`config.mk`:
```
export PLATFORM = sky130hd
export DESIGN_NAME = uv_rf_wb_arb_flat
export DESIGN_NICKNAME = d
export VERILOG_FILES = /design/src/rtl/uv_rf_wb_arb_if.sv /design/src/rtl/uv_rf_wb_arb.sv /design/src/flat_wrapper.sv
export SDC_FILE = /design/constraint.sdc
export NUM_CORES = 1
export LEC_CHECK = 0
export ABC_AREA = 1
export BUFFER_PORTS_ARGS = -buffer_cell sky130_fd_sc_hd__clkbuf_2
export CAP_MARGIN = 15
export CORE_ASPECT_RATIO = 1.5
export CORE_MARGIN = 5
export CORE_UTILIZATION = 35
export CTS_CLUSTER_DIAMETER = 120
export DETAILED_ROUTE_END_ITERATION = 10
export PLACE_DENSITY_LB_ADDON = 0.25
export SYNTH_ARGS = -nofsm -noshare
export SYNTH_HDL_FRONTEND = slang
export SYNTH_SLANG_ARGS = --single-unit
```
`constraint.sdc`:
```
create_clock -name clk -period 5.45 [get_ports clk]
set_input_delay 0.2725 -clock clk [delete_from_list [all_inputs] [get_ports clk]]
set_output_delay 0.2725 -clock clk [all_outputs]
set_load 0.1 [all_outputs]
```
`src/rtl/uv_rf_wb_arb_if.sv`:
```
// -----------------------------------------------------------------------------
// uv_rf_wb_arb_if
// Bundle of the writeback arbiter's handshake and bus signals.
//
// Signal groups:
//   alu_wb_*  : ALU writeback producer (vld/idx/data in, rdy out)
//   lsu_wb_*  : LSU/MUL writeback producer (vld/idx/data in, rdy out)
//   rf_wr_*   : single register-file write port (registered)
//   r?_idx    : read indices under hazard check (a, b, c)
//   r?_pend   : an outstanding write targets the matching read index
//
// Modports:
//   slave  : the arbiter side (uv_rf_wb_arb)
//   master : the environment side (producers, issue logic, register file)
// -----------------------------------------------------------------------------
interface uv_rf_wb_arb_if #(
    parameter int RF_AW = 5,
    parameter int RF_DW = 32
) ();

    logic             alu_wb_vld;
    logic             alu_wb_rdy;
    logic [RF_AW-1:0] alu_wb_idx;
    logic [RF_DW-1:0] alu_wb_data;

    logic             lsu_wb_vld;
    logic             lsu_wb_rdy;
    logic [RF_AW-1:0] lsu_wb_idx;
    logic [RF_DW-1:0] lsu_wb_data;

    logic             rf_wr_vld;
    logic [RF_AW-1:0] rf_wr_idx;
    logic [RF_DW-1:0] rf_wr_data;

    logic [RF_AW-1:0] ra_idx;
    logic [RF_AW-1:0] rb_idx;
    logic [RF_AW-1:0] rc_idx;
    logic             ra_pend;
    logic             rb_pend;
    logic             rc_pend;

    modport slave (
        input  alu_wb_vld, alu_wb_idx, alu_wb_data,
        output alu_wb_rdy,
        input  lsu_wb_vld, lsu_wb_idx, lsu_wb_data,
        output lsu_wb_rdy,
        output rf_wr_vld, rf_wr_idx, rf_wr_data,
        input  ra_idx, rb_idx, rc_idx,
        output ra_pend, rb_pend, rc_pend
    );

    modport master (
        output alu_wb_vld, alu_wb_idx, alu_wb_data,
        input  alu_wb_rdy,
        output lsu_wb_vld, lsu_wb_idx, lsu_wb_data,
        input  lsu_wb_rdy,
        input  rf_wr_vld, rf_wr_idx, rf_wr_data,
        output ra_idx, rb_idx, rc_idx,
        input  ra_pend, rb_pend, rc_pend
    );

endinterface

```
`src/rtl/uv_rf_wb_arb.sv`:
```
// -----------------------------------------------------------------------------
// uv_rf_wb_arb
// Writeback arbiter driving the single register-file write port from the ALU
// pipe and the long-latency LSU/MUL path. LSU results are held in a small
// load queue; the ALU has priority unless a starvation counter forces the
// queue head out. Pending-write flags let issue logic stall on hazards.
//
// Ports:
//   clk    : clock
//   rst_n  : asynchronous active-low reset
//   wb_io  : uv_rf_wb_arb_if.slave (ALU/LSU handshakes, rf_wr_* write port,
//            ra/rb/rc hazard indices and pend flags)
//
// Parameters:
//   RF_AW  : register index width
//   RF_DW  : register data width
//   LQ_AW  : load-queue address width
//   LQ_DP  : load-queue depth (2**LQ_AW)
//   STV_TH : consecutive denied cycles before a forced drain (1..15)
//
// Build option:
//   UV_WB_LSU_BYPASS_EN : when defined, an LSU write arriving with the queue
//   empty and no ALU handshake goes straight to the write port (1-cycle
//   latency). Otherwise every LSU write is queued first (2-cycle minimum).
// -----------------------------------------------------------------------------
module uv_rf_wb_arb #(
    parameter int RF_AW  = 5,
    parameter int RF_DW  = 32,
    parameter int LQ_AW  = 2,
    parameter int LQ_DP  = 2**LQ_AW,
    parameter int STV_TH = 4
) (
    input  logic           clk,
    input  logic           rst_n,
    uv_rf_wb_arb_if.slave  wb_io
);

    localparam int               CNT_W      = LQ_AW + 1;
    localparam logic [CNT_W-1:0] CNT_ZERO_C = {CNT_W{1'b0}};
    localparam logic [CNT_W-1:0] CNT_FULL_C = CNT_W'(LQ_DP);
    localparam logic [CNT_W-1:0] CNT_ONE_C  = CNT_W'(1'b1);
    localparam logic [LQ_AW-1:0] PTR_ZERO_C = {LQ_AW{1'b0}};
    localparam logic [LQ_AW-1:0] PTR_ONE_C  = LQ_AW'(1'b1);
    localparam logic [3:0]       STV_LAST_C = 4'(STV_TH - 1);
    localparam logic [RF_AW-1:0] IDX_ZERO_C = {RF_AW{1'b0}};
    localparam logic [RF_DW-1:0] DAT_ZERO_C = {RF_DW{1'b0}};

    // Load-queue storage (no reset: occupancy gates every read)
    logic [RF_AW-1:0] lq_idx_q  [LQ_DP];
    logic [RF_DW-1:0] lq_data_q [LQ_DP];

    // Queue control
    logic [LQ_AW-1:0] wr_ptr_q, wr_ptr_d;
    logic [LQ_AW-1:0] rd_ptr_q, rd_ptr_d;
    logic [CNT_W-1:0] cnt_q,    cnt_d;

    // Starvation tracking
    logic [3:0]       stv_q,    stv_d;
    logic             drain_q,  drain_d;

    // Write-port register
    logic             rf_vld_q,  rf_vld_d;
    logic [RF_AW-1:0] rf_idx_q,  rf_idx_d;
    logic [RF_DW-1:0] rf_data_q, rf_data_d;

    // Handshake and selection decode
    logic             lq_empty_s;
    logic             lq_full_s;
    logic             alu_hs_s;
    logic             lsu_hs_s;
    logic             alu_nz_s;
    logic             lsu_nz_s;
    logic             push_s;
    logic             pop_s;
    logic             bypass_s;

    // Hazard-check helpers
    logic [LQ_AW-1:0]            lq_off_s [LQ_DP];
    logic [LQ_DP-1:0]            lq_occ_s;
    logic [LQ_DP-1:0][RF_AW-1:0] lq_idx_s;

    // A read index is pending if it is non-zero and hits either an occupied
    // queue slot or the write currently sitting in the output register.
    function automatic logic pend_f(
        input logic [RF_AW-1:0]            idx,
        input logic [LQ_DP-1:0]            occ,
        input logic [LQ_DP-1:0][RF_AW-1:0] ent_idx,
        input logic                        wr_vld,
        input logic [RF_AW-1:0]            wr_idx
    );
        logic hit;
        hit = wr_vld & (wr_idx == idx);
        for (int i = 0; i < LQ_DP; i++) begin
            hit = hit | (occ[i] & (ent_idx[i] == idx));
        end
        return (idx != IDX_ZERO_C) & hit;
    endfunction

    // Handshake decode; LSU readiness depends on occupancy only
    always_comb begin
        lq_empty_s = (cnt_q == CNT_ZERO_C);
        lq_full_s  = (cnt_q == CNT_FULL_C);
        alu_hs_s   = wb_io.alu_wb_vld & ~drain_q;
        lsu_hs_s   = wb_io.lsu_wb_vld & ~lq_full_s;
        alu_nz_s   = (wb_io.alu_wb_idx != IDX_ZERO_C);
        lsu_nz_s   = (wb_io.lsu_wb_idx != IDX_ZERO_C);
    end

    // Write-port selection: forced drain, ALU, queue head, then optional bypass
    always_comb begin
        pop_s     = 1'b0;
        bypass_s  = 1'b0;
        rf_vld_d  = 1'b0;
        rf_idx_d  = rf_idx_q;
        rf_data_d = rf_data_q;
        if (drain_q && !lq_empty_s) begin
            pop_s     = 1'b1;
            rf_vld_d  = 1'b1;
            rf_idx_d  = lq_idx_q[rd_ptr_q];
            rf_data_d = lq_data_q[rd_ptr_q];
        end else if (alu_hs_s && alu_nz_s) begin
            rf_vld_d  = 1'b1;
            rf_idx_d  = wb_io.alu_wb_idx;
            rf_data_d = wb_io.alu_wb_data;
        end else if (!lq_empty_s) begin
            pop_s     = 1'b1;
            rf_vld_d  = 1'b1;
            rf_idx_d  = lq_idx_q[rd_ptr_q];
            rf_data_d = lq_data_q[rd_ptr_q];
`ifdef UV_WB_LSU_BYPASS_EN
        end else if (lsu_hs_s && !alu_hs_s && lsu_nz_s) begin
            // Queue is empty here, so skipping it cannot reorder LSU results.
            bypass_s  = 1'b1;
            rf_vld_d  = 1'b1;
            rf_idx_d  = wb_io.lsu_wb_idx;
            rf_data_d = wb_io.lsu_wb_data;
`endif
        end else begin
            rf_vld_d  = 1'b0;
        end
    end

    // Queue pointers/occupancy and starvation tracking
    always_comb begin
        // Index-0 writes complete their handshake but are dropped.
        push_s   = lsu_hs_s & lsu_nz_s & ~bypass_s;
        wr_ptr_d = push_s ? (wr_ptr_q + PTR_ONE_C) : wr_ptr_q;
        rd_ptr_d = pop_s  ? (rd_ptr_q + PTR_ONE_C) : rd_ptr_q;
        case ({push_s, pop_s})
            2'b10:   cnt_d = cnt_q + CNT_ONE_C;
            2'b01:   cnt_d = cnt_q - CNT_ONE_C;
            default: cnt_d = cnt_q;
        endcase
        if (lq_empty_s || pop_s) begin
            stv_d   = 4'd0;
            drain_d = 1'b0;
        end else begin
            // Saturating at the threshold keeps the compare a single equality.
            drain_d = (stv_q == STV_LAST_C);
            stv_d   = (stv_q == STV_LAST_C) ? stv_q : (stv_q + 4'd1);
        end
    end

    // Slot occupancy: slot i holds live data if its distance from the read
    // pointer (mod depth) is below the current count
    always_comb begin
        for (int i = 0; i < LQ_DP; i++) begin
            lq_off_s[i] = LQ_AW'(i) - rd_ptr_q;
            lq_occ_s[i] = ({1'b0, lq_off_s[i]} < cnt_q);
            lq_idx_s[i] = lq_idx_q[i];
        end
    end

    // Control and write-port state, cleared asynchronously on reset
    always_ff @(posedge clk or negedge rst_n) begin
        if (!rst_n) begin
            wr_ptr_q  <= PTR_ZERO_C;
            rd_ptr_q  <= PTR_ZERO_C;
            cnt_q     <= CNT_ZERO_C;
            stv_q     <= 4'd0;
            drain_q   <= 1'b0;
            rf_vld_q  <= 1'b0;
            rf_idx_q  <= IDX_ZERO_C;
            rf_data_q <= DAT_ZERO_C;
        end else begin
            wr_ptr_q  <= wr_ptr_d;
            rd_ptr_q  <= rd_ptr_d;
            cnt_q     <= cnt_d;
            stv_q     <= stv_d;
            drain_q   <= drain_d;
            rf_vld_q  <= rf_vld_d;
            rf_idx_q  <= rf_idx_d;
            rf_data_q <= rf_data_d;
        end
    end

    // Load-queue entry write at the tail
    always_ff @(posedge clk) begin
        if (push_s) begin
            lq_idx_q[wr_ptr_q]  <= wb_io.lsu_wb_idx;
            lq_data_q[wr_ptr_q] <= wb_io.lsu_wb_data;
        end
    end

    assign wb_io.alu_wb_rdy = ~drain_q;
    assign wb_io.lsu_wb_rdy = ~lq_full_s;
    assign wb_io.rf_wr_vld  = rf_vld_q;
    assign wb_io.rf_wr_idx  = rf_idx_q;
    assign wb_io.rf_wr_data = rf_data_q;
    assign wb_io.ra_pend    = pend_f(wb_io.ra_idx, lq_occ_s, lq_idx_s, rf_vld_q, rf_idx_q);
    assign wb_io.rb_pend    = pend_f(wb_io.rb_idx, lq_occ_s, lq_idx_s, rf_vld_q, rf_idx_q);
    assign wb_io.rc_pend    = pend_f(wb_io.rc_idx, lq_occ_s, lq_idx_s, rf_vld_q, rf_idx_q);

endmodule

```
`src/flat_wrapper.sv`:
```
// flat-port wrapper written by rule: the top's interface ports become plain ports
module uv_rf_wb_arb_flat 
#(
    parameter int RF_AW  = 5,
    parameter int RF_DW  = 32,
    parameter int LQ_AW  = 2,
    parameter int LQ_DP  = 2**LQ_AW,
    parameter int STV_TH = 4
)
  (clk, rst_n, wb_io_alu_wb_vld, wb_io_alu_wb_idx, wb_io_alu_wb_data, wb_io_alu_wb_rdy, wb_io_lsu_wb_vld, wb_io_lsu_wb_idx, wb_io_lsu_wb_data, wb_io_lsu_wb_rdy, wb_io_rf_wr_vld, wb_io_rf_wr_idx, wb_io_rf_wr_data, wb_io_ra_idx, wb_io_rb_idx, wb_io_rc_idx, wb_io_ra_pend, wb_io_rb_pend, wb_io_rc_pend);
  uv_rf_wb_arb_if #(.RF_AW(RF_AW), .RF_DW(RF_DW)) wb_io_i ();
  input  logic clk;
  input  logic rst_n;
  input wire logic [$bits(wb_io_i.alu_wb_vld)-1:0] wb_io_alu_wb_vld;
  input wire logic [$bits(wb_io_i.alu_wb_idx)-1:0] wb_io_alu_wb_idx;
  input wire logic [$bits(wb_io_i.alu_wb_data)-1:0] wb_io_alu_wb_data;
  output wire logic [$bits(wb_io_i.alu_wb_rdy)-1:0] wb_io_alu_wb_rdy;
  input wire logic [$bits(wb_io_i.lsu_wb_vld)-1:0] wb_io_lsu_wb_vld;
  input wire logic [$bits(wb_io_i.lsu_wb_idx)-1:0] wb_io_lsu_wb_idx;
  input wire logic [$bits(wb_io_i.lsu_wb_data)-1:0] wb_io_lsu_wb_data;
  output wire logic [$bits(wb_io_i.lsu_wb_rdy)-1:0] wb_io_lsu_wb_rdy;
  output wire logic [$bits(wb_io_i.rf_wr_vld)-1:0] wb_io_rf_wr_vld;
  output wire logic [$bits(wb_io_i.rf_wr_idx)-1:0] wb_io_rf_wr_idx;
  output wire logic [$bits(wb_io_i.rf_wr_data)-1:0] wb_io_rf_wr_data;
  input wire logic [$bits(wb_io_i.ra_idx)-1:0] wb_io_ra_idx;
  input wire logic [$bits(wb_io_i.rb_idx)-1:0] wb_io_rb_idx;
  input wire logic [$bits(wb_io_i.rc_idx)-1:0] wb_io_rc_idx;
  output wire logic [$bits(wb_io_i.ra_pend)-1:0] wb_io_ra_pend;
  output wire logic [$bits(wb_io_i.rb_pend)-1:0] wb_io_rb_pend;
  output wire logic [$bits(wb_io_i.rc_pend)-1:0] wb_io_rc_pend;
  assign wb_io_i.alu_wb_vld = wb_io_alu_wb_vld;
  assign wb_io_i.alu_wb_idx = wb_io_alu_wb_idx;
  assign wb_io_i.alu_wb_data = wb_io_alu_wb_data;
  assign wb_io_alu_wb_rdy = wb_io_i.alu_wb_rdy;
  assign wb_io_i.lsu_wb_vld = wb_io_lsu_wb_vld;
  assign wb_io_i.lsu_wb_idx = wb_io_lsu_wb_idx;
  assign wb_io_i.lsu_wb_data = wb_io_lsu_wb_data;
  assign wb_io_lsu_wb_rdy = wb_io_i.lsu_wb_rdy;
  assign wb_io_rf_wr_vld = wb_io_i.rf_wr_vld;
  assign wb_io_rf_wr_idx = wb_io_i.rf_wr_idx;
  assign wb_io_rf_wr_data = wb_io_i.rf_wr_data;
  assign wb_io_i.ra_idx = wb_io_ra_idx;
  assign wb_io_i.rb_idx = wb_io_rb_idx;
  assign wb_io_i.rc_idx = wb_io_rc_idx;
  assign wb_io_ra_pend = wb_io_i.ra_pend;
  assign wb_io_rb_pend = wb_io_i.rb_pend;
  assign wb_io_rc_pend = wb_io_i.rc_pend;
  uv_rf_wb_arb #(.RF_AW(RF_AW), .RF_DW(RF_DW), .LQ_AW(LQ_AW), .LQ_DP(LQ_DP), .STV_TH(STV_TH)) u_core (.clk(clk), .rst_n(rst_n), .wb_io(wb_io_i));
endmodule
```
### Word level (Yosys, flattened, before mapping)

Memories as Yosys holds them, arrays and structs flattened.
Cells that the tools add are included.

* add/subtract/negate cells: 9
* $lt $le $gt $ge: 4
* equal/unequal tests: 21
* muxes and demuxes: 17
* bitwise operators: 35
* reduce and logical (&&, ||, !) cells: 11

Operator list (number)
* $mux W32: 3
* $eq A5 B5 Y1: 15
* $reduce_bool A5 Y1: 5
* $and A1 B1 Y1: 21
* $mux W5: 3
* $lt A2 B3 Y1: 4
* $or A1 B1 Y1: 12
* $mux W1: 8
* $mux W4: 2
* $pmux W3 S2: 1
* $add A2 B1 Y2 const B: 2
* $add A4 B1 Y4 const B: 1
* $eq A4 B2 Y1 const B: 1
* $sub A1 B2 Y2 const A: 2
* $sub A2 B2 Y2 const A: 2
* $add A3 B1 Y3 const B: 1
* $eq A3 B3 Y1 const B: 1
* $logic_not A3 Y1: 1
* $ne A3 B3 Y1 const B: 1
* $sub A3 B1 Y3 const B: 1
* $eq A2 B1 Y1 const B: 1
* $eq A2 B2 Y1 const B: 1
* $logic_and A1 B1 Y1: 2
* $ne A2 B1 Y1 const B: 1
* other kinds (4): 5

* flip-flop bits (word level): 50
* bits in writable memories: 148
* bits of input ports: 93
* output and inout bits: 43
* logic and storage cells: 107
* memories kept: 2

Memory list
* u_core.lq_data_q: words 4, bits a word 32, read ports 1, clocked after memory_dff 0, wr ports 1, RTL line uv_rf_wb_arb.sv:50 `logic [RF_DW-1:0] lq_data_q [LQ_DP];`
* u_core.lq_idx_q: words 4, bits a word 5, read ports 5, clocked after memory_dff 0, wr ports 1, RTL line uv_rf_wb_arb.sv:49 `logic [RF_AW-1:0] lq_idx_q [LQ_DP];`

### Depth between registers and ports, before layout

Gate-level depths: netlist of the first run.

* depth after elaboration: 8
* mapped depth: 13
* mapped depth without buffers: 12

### Least setup slack after synthesis of the first run

Ideal clock, no wire load.

* path type: register -> register
* from: reg u_core.cnt_q[1]
* to: mem u_core.lq_data_q[0][0] (enable)
* data arrival time: 3.360 ns
* required time: 5.019 ns
* path slack: 1.658 ns
* cell stages (with the launch flop): 5
* buffers on the path: 0
* period minus slack after synthesis: 3.792 ns
* path through: dfrtp_1 inv_1 nand3_1 nand3_1 nor2_1

* longest elaborated chain between the ends: 6

Ends and longest elaborated chain
* start, declared: RTL line uv_rf_wb_arb.sv:55 `logic [CNT_W-1:0] cnt_q, cnt_d;`
* start signal, assigned: RTL line uv_rf_wb_arb.sv:188 `cnt_q <= cnt_d;`
* $eq A3 B3 Y1: RTL line uv_rf_wb_arb.sv:102 `lq_full_s = (cnt_q == CNT_FULL_C);`
* $not A1 Y1
* net wb_io_lsu_wb_rdy: RTL line flat_wrapper.sv:21 `output wire logic [$bits(wb_io_i.lsu_wb_rdy)-1:0] wb_io_lsu_wb_rdy;`
* $and A1 B1 Y1: RTL line uv_rf_wb_arb.sv:104 `lsu_hs_s = wb_io.lsu_wb_vld & ~lq_full_s;`
* $and A1 B1 Y1: RTL line uv_rf_wb_arb.sv:146 `push_s = lsu_hs_s & lsu_nz_s & ~bypass_s;`
* $mux W1: RTL line uv_rf_wb_arb.sv:199 `if (push_s) begin`
* $mux W1 (implied by the code): RTL line uv_rf_wb_arb.sv:201 `lq_data_q[wr_ptr_q] <= wb_io.lsu_wb_data;`
* end, declared: RTL line uv_rf_wb_arb.sv:50

The timed path passes the listed nets, and every way through them passes these cells.

### Final worst setup path of the first run

* from: reg u_core.rd_ptr_q[0]
* to: out wb_io_ra_pend

* longest elaborated chain between the ends: 8
* elaborated cells on any way between the ends: 17

Ends and longest elaborated chain
* start, declared: RTL line uv_rf_wb_arb.sv:54 `logic [LQ_AW-1:0] rd_ptr_q, rd_ptr_d;`
* start signal, assigned: RTL line uv_rf_wb_arb.sv:187 `rd_ptr_q <= rd_ptr_d;`
* $sub A1 B2 Y2: RTL line uv_rf_wb_arb.sv:168 `lq_off_s[i] = LQ_AW'(i) - rd_ptr_q;`
* $lt A2 B3 Y1: RTL line uv_rf_wb_arb.sv:169 `lq_occ_s[i] = ({1'b0, lq_off_s[i]} < cnt_q);`
* $and A1 B1 Y1: RTL line uv_rf_wb_arb.sv:94 `hit = hit | (occ[i] & (ent_idx[i] == idx));`
* $or A1 B1 Y1 (3 in a row): RTL line uv_rf_wb_arb.sv:94
* $or A1 B1 Y1 *: RTL line uv_rf_wb_arb.sv:94
* $and A1 B1 Y1 *: RTL line uv_rf_wb_arb.sv:96 `return (idx != IDX_ZERO_C) & hit;`
* end, declared: RTL line flat_wrapper.sv:28 `output wire logic [$bits(wb_io_i.ra_pend)-1:0] wb_io_ra_pend;`

Mark *: on every way between the ends. The rest lies on a longest branch, timed or not.

==> results.json, run 1 <==
{
  "maxSlewViolCount": 0,
  "place_congestion": 0.919,
  "clock_latency_ps": 440,
  "synth_cells": 842,
  "cts_setup_buffers": 0,
  "rows": 71,
  "synth_warnings": 0,
  "fmax_mhz": 348,
  "synth.distinct_cells": 29,
  "hpwl_mm": 16.4,
  "start_util_pct": 35.5,
  "fin_crit_sh_pct": 52.7,
  "crit_top_cell": "nand2_1",
  "cp_slowest_cell": "dfrtp_1",
  "rsz0062_at_grt": "no",
  "worstPathCellList": "nand2_1 > nand2_1 > inv_1 > ha_1 > nand2_1 > nand2_1 > nand2_1 > nand4_1 > nand3_1 > nor2_1 > nor2_1 > clkbuf_2",
  "leakagePower_nw": 4.40,
  "dr_total_vias": 6452,
  "cts.reportedPaths.clkPinSlew_ps": 80,
  "setup-tns-final_ps": 0,
  "die_area_mm2": 0.0288,
  "violations": "negative hold slack",
  "synth_area_mm2": 0.00890,
  "fin_nets": 1071,
  "postRouteAntennaNets": 0,
  "setup_ws_ps": 2580,
  "fillers": 2484,
  "async_flop_share_pct": 25.3,
  "relSlewSlack_pct": 27.5,
  "fin_cells": 1309,
  "max_slew.worst_pin.slew_ps": 1080,
  "grt_pass1_wl_mm": 37.3,
  "ctsHoldBuffers": 0,
  "worst-setup-path-type": "flop to output port",
  "holdWs_ps": -28.1,
  "synth_ff_type": "edfxtp_1",
  "cts_tree": "built",
  "startpoint_type": "flop",
  "post-synth-top-area-cell": "edfxtp_1",
  "reg2reg_depth": 8,
  "status": "finished, violations left",
  "skew_ps": 11.2,
  "power.density_mw_per_mm2": 596,
  "ys_seq_area_share_pct": 64.0,
  "end_kind": "output port",
  "layout_commonest_cell": "nand2_1",
  "drive_gt1_share_pct": 19.0,
  "cts-resized-gates": 0,
  "multi_input_area_mm2": 0.00284,
  "ff_latch_area_mm2": 0.00570,
  "min_path_type": "primary input to asynchronous set/reset pin",
  "overflow": 0,
  "ios": 136,
  "clockBufferDepth": 2,
  "synth_enable_flop_cells": 148,
  "die_w_um": 140,
  "cts_sinks": 198,
  "post_drt_wl_per_cell_um": 18.4,
  "vdd_ir_drop_max_v": 0.000397,
  "cts_inserted_buffers": 17,
  "fp.coreArea_mm2": 0.0251,
  "drt_first_iter_violations": 381,
  "cpPeakStageDelay_ps": 550,
  "first_pass_iters": 5,
  "clock_tree.root_cell": "clkbuf_16",
  "viasPerCell": 4.93,
  "final_cell_mix": "293 x nand2_1, 148 x edfxtp_1, 135 x clkbuf_2",
  "post-place-ws_ps": 2820,
  "grt_max_degree": 51,
  "cts_max_level": 4,
  "drc_errors": 0,
  "crit_fanout": 6,
  "grt.total_usage_pct": 17.2,
  "ys_ff_latch": 198,
  "worstPathArrival_ps": 2600,
  "syn_nets": 946,
  "final-setup-viol-count": 0,
  "dp.cells": 1276,
  "synth_area_per_cell_um2": 10.6,
  "synth_top_area_share_pct": 50.0,
  "fin_crit_ps": 2870,
  "antenna_found_initial": 1,
  "maxCapViolCount": 0,
  "synth_area_leaders": "edfxtp_1 50%, dfrtp_1 14%, nand2_1 12%, a22oi_1 3.4%, nand3_1 3.0%",
  "wl_mm": 24.1,
  "die_y_um": 205,
  "grt_pass1_vias": 6753,
  "finalHoldViolations": 22,
  "area_delta_synth_final_pct": 17.6,
  "io_buffers": 135,
  "worstPathRequired_ps": 5180
}
[cell usage after synthesis (5+ instances only)]
cell,instances
ha_1,10
buf_2,18
o22ai_1,7
edfxtp_1,148
nor3_1,7
xnor2_1,19
o211ai_1,5
xor2_1,30
o21ai_0,7
nand2_1,293
inv_1,50
nand3_1,53
a21oi_1,5
nor2_1,49
buf_4,11
clkbuf_1,5
a22oi_1,40
dfrtp_1,50
nand4_1,20
[state kept, by name, indices dropped and copies added, names as in the netlist]
| name | cells |
|---|---|
| u_core.cnt_q | 3 |
| u_core.lq_idx_q | 20 |
| u_core.lq_data_q | 128 |
| u_core.rd_ptr_q | 2 |
| u_core.drain_q | 1 |
| u_core.wb_io.rf_wr_data | 32 |
| u_core.wb_io.rf_wr_idx | 5 |
| u_core.wb_io.rf_wr_vld | 1 |
| u_core.wr_ptr_q | 2 |
| u_core.stv_q | 4 |
[critical path, delay by kind of cell, from the launching register on]
family / cells / cell delay [ps]
buffers and inverters: 2 / 530
DFF: 1 / 550
and+or+nand+nor: 9 / 800
adders and majority gates: 1 / 280
[cells by family after synthesis]
logic type,Yosys count,share of synthesized area [%]
simple gates,429,19.9
flops,198,64.0
buf+inv,90,4.53
compound gates,65,5.06
xor+xnor,49,4.82
fa+ha+maj,11,1.63
[per-layer routing]
layer	GRT usage (%)	part of all wire (%)	vias up
li1	-	-	3092
met4	9.49	4.3	0
met1	18.9	39	3120
met5	0	0	-
met3	3.58	4.4	61
met2	30.7	53	179
[report_power, final]
group | switching, W | internal (W) | total (W)
Clock | 0.000574 | 0.000680 | 0.00125
Sequential | 0.000228 | 0.00203 | 0.00226
Combinational | 0.00217 | 0.000559 | 0.00273
[worst paths after layout]
| path | startpoint | end | slack, ps |
|---|---|---|---|
| setup / recovery | u_core.rd_ptr_q[0] | wb_io_ra_pend | 2580 |
| hold / removal | rst_n | u_core.wb_io.rf_wr_idx[1] | -30 |
| setup reg to reg | u_core.drain_q | u_core.cnt_q[1] | 2870 |
| hold reg to reg | u_core.wb_io.rf_wr_data[25] | u_core.wb_io.rf_wr_data[25] | 500 |
| max in group asynchronous | rst_n | u_core.wb_io.rf_wr_data[10] | 4970 |
| min in group clk | wb_io_alu_wb_data[1] | u_core.wb_io.rf_wr_data[1] | 50 |
[through the flow]
step,cell area (um^2),power (W),util [%]
after floorplan,8900,0.00437,-
after global placement,9870,0.00503,39.4
after detailed placement,9870,0.00505,39.4
after CTS,10500,0.00630,41.7
after global routing,10500,0.00658,41.7
final,10500,0.00624,41.7
[cell type report]
| cell class | count | share of cell area [%] |
|---|---|---|
| sequential | 198 | 54.5 |
| multi-input combinational | 554 | 27.1 |
| timing repair buffer | 142 | 6.96 |
| clock buffer | 17 | 4.07 |
| tap | 328 | 3.92 |
| inverter | 54 | 1.94 |
| clock inverter | 15 | 1.48 |
| antenna | 1 | 0.0239 |
Note: power is estimated with default switching activity, not from simulation.
==> inputs of run 2 (changes only) <==
Clock period 5.45 ns to 2.93 ns, I/O delays scaled along.
==> results.json, run 2 (same netlist as run 1, synthesis figures left out) <==
{
  "cts.reportedPaths.clkPinSlew_ps": 80,
  "rsz0062_at_grt": "no",
  "worstPathRequired_ps": 2780,
  "clkPwrFrac_pct": 20.2,
  "final_cell_mix": "293 x nand2_1, 148 x edfxtp_1, 132 x clkbuf_2",
  "relSlewSlack_pct": 31.6,
  "area_delta_synth_final_pct": 27.9,
  "cpPeakStageDelay_ps": 490,
  "cts_setup_buffers": 0,
  "fin_cells": 1392,
  "clockBufferDepth": 2,
  "max_slew.worst_pin.slew_ps": 1030,
  "top_register": "u_core.lq_data_q",
  "fin_crit_sh_pct": 85.7,
  "grtUsageMet2_pct": 32.2,
  "hpwl_mm": 17.1,
  "cp_slowest_cell": "dfrtp_1",
  "min_path_type": "primary input to flop",
  "grt_pass1_wl_mm": 38.7,
  "grt_max_degree": 41,
  "drt_first_iter_violations": 276,
  "startpoint_type": "flop",
  "final-setup-viol-count": 0,
  "clock_latency_ps": 430,
  "layout_commonest_cell": "nand2_1",
  "post-place-ws_ps": 776,
  "p_sw_w": 0.00565,
  "fp.coreArea_mm2": 0.0251,
  "maxCapViolCount": 0,
  "worstPathCellList": "nor2_4 > inv_1 > nand2_1 > inv_1 > ha_1 > nand2_1 > nand2_1 > nand2_1 > nand3_1 > nand3_1 > nor2_1 > nor2_2 > buf_12",
  "finish.utilization_pct": 45.4,
  "postRouteAntennaNets": 0,
  "rows": 71,
  "post_drt_wl_per_cell_um": 18.0,
  "viasPerCell": 4.85,
  "dr_total_vias": 6745,
  "cts_tree": "built",
  "dp.cells": 1286,
  "die_w_um": 140,
  "overflow": 0,
  "status": "finished clean",
  "finalPower_w": 0.0120,
  "cts_sinks": 198,
  "comb_power_share_pct": 44.8,
  "fin_nets": 1155,
  "drc_errors": 0,
  "wl_mm": 25.0,
  "crit_top_cell": "nand2_1",
  "clock_tree.root_cell": "clkbuf_16",
  "first_pass_iters": 4,
  "grt.total_usage_pct": 17.6,
  "power.density_mw_per_mm2": 1050,
  "leakagePower_nw": 4.80,
  "cts-resized-gates": 0,
  "gr-usage-met3_pct": 2.67,
  "switching_share_pct": 47.2,
  "vdd_ir_drop_max_v": 0.000643,
  "internal_power_w": 0.00632,
  "end_kind": "output port",
  "antenna_cells": 0,
  "met1_usage_pct": 19.6,
  "maxSlewViolCount": 0,
  "setup_ws_ps": 418,
  "largest_register_ffs": 128,
  "antenna_found_initial": 0,
  "cts_inserted_buffers": 17,
  "finalHoldViolations": 0,
  "die_y_um": 205,
  "grt_pass1_vias": 7127,
  "pwr-share-seq_pct": 35.0,
  "die_area_mm2": 0.0288,
  "worst-setup-path-type": "flop to output port",
  "worstPathArrival_ps": 2370,
  "grt.busiest_layer": "met2",
  "io_buffers": 135,
  "drive_gt1_share_pct": 18.9,
  "skew_ps": 13.0,
  "place_congestion": 0.956,
  "fin_crit_ps": 2510,
  "cts_max_level": 4,
  "setup-tns-final_ps": 0,
  "fmax_mhz": 398,
  "crit_fanout": 6,
  "start_util_pct": 35.5,
  "ios": 136
}
-- run 2: cell count changes in the layout (fill, tap and decap cells not counted), moves of 5 or more --
cell           change
dlygate4sd3_1     +74
buf_4              +8
buf_12             +5
inv_6              +5
-- run 2: what timing repair did --
action | in CTS | in global routing
endpoints found under the hold margin | 217 | 0
setup endpoints to repair | 0 | 0
hold buffers | 74 | 0
-- run 2: final timing paths --
kind / to / slack, ps / start / cells after the start
max: wb_io_rc_pend / 420 / u_core.rd_ptr_q[0] / 13
min: u_core.wb_io.rf_wr_idx[1] / 40 / wb_io_alu_wb_idx[1] / 3
max reg2reg: u_core.cnt_q[2] / 760 / u_core.cnt_q[1] / 10
min reg2reg: u_core.wb_io.rf_wr_data[2] / 500 / u_core.wb_io.rf_wr_data[2] / 2
max in group asynchronous: u_core.wb_io.rf_wr_data[18] / 1770 / rst_n / 3
min in group asynchronous: u_core.wb_io.rf_wr_data[1] / 420 / rst_n / 2
-- run 2: through the flow --
step           hold slack [ps]  cell area, um^2
3_5_place_dp               370            10000
2_1_floorplan             -149             8920
5_1_grt                   35.9            11400
4_1_cts                   11.3            11400
3_3_place_gp               365            10000
6_report                  36.0            11400
-- run 2: cell type report --
cell class,count,area (um^2)
clock buffer,18,429
clock inverter,14,178
fill,2390,13700
inverter,54,203
multi-input combinational,554,2850
sequential,198,5700
tap,328,410
timing repair buffer,226,1610
-- run 2: layer usage --
| layer | vias up | part of all wire [%] |
|---|---|---|
| met4 | 0 | 4.2 |
| met1 | 3269 | 39 |
| met5 | - | 0 |
| li1 | 3258 | - |
| met2 | 170 | 54 |
| met3 | 48 | 3.2 |
-- run 2: power by group through the flow --
stage                     registers, W  logic, W  clock network [W]
after global routing           0.00427   0.00577            0.00258
after global placement         0.00422   0.00532                  0
final                          0.00419   0.00537            0.00241
after CTS                      0.00419   0.00544            0.00247
after detailed placement       0.00424   0.00536                  0
after floorplan                0.00595   0.00219                  0
-- run 2: worst max-delay path, delay by kind of cell, from the launching register on --
| family | cells | cell delay, ps |
|---|---|---|
| adder cells (fa/ha/maj) | 1 | 290 |
| flip-flops | 1 | 490 |
| buffers and inverters | 3 | 310 |
| AND/OR/NAND/NOR | 9 | 860 |
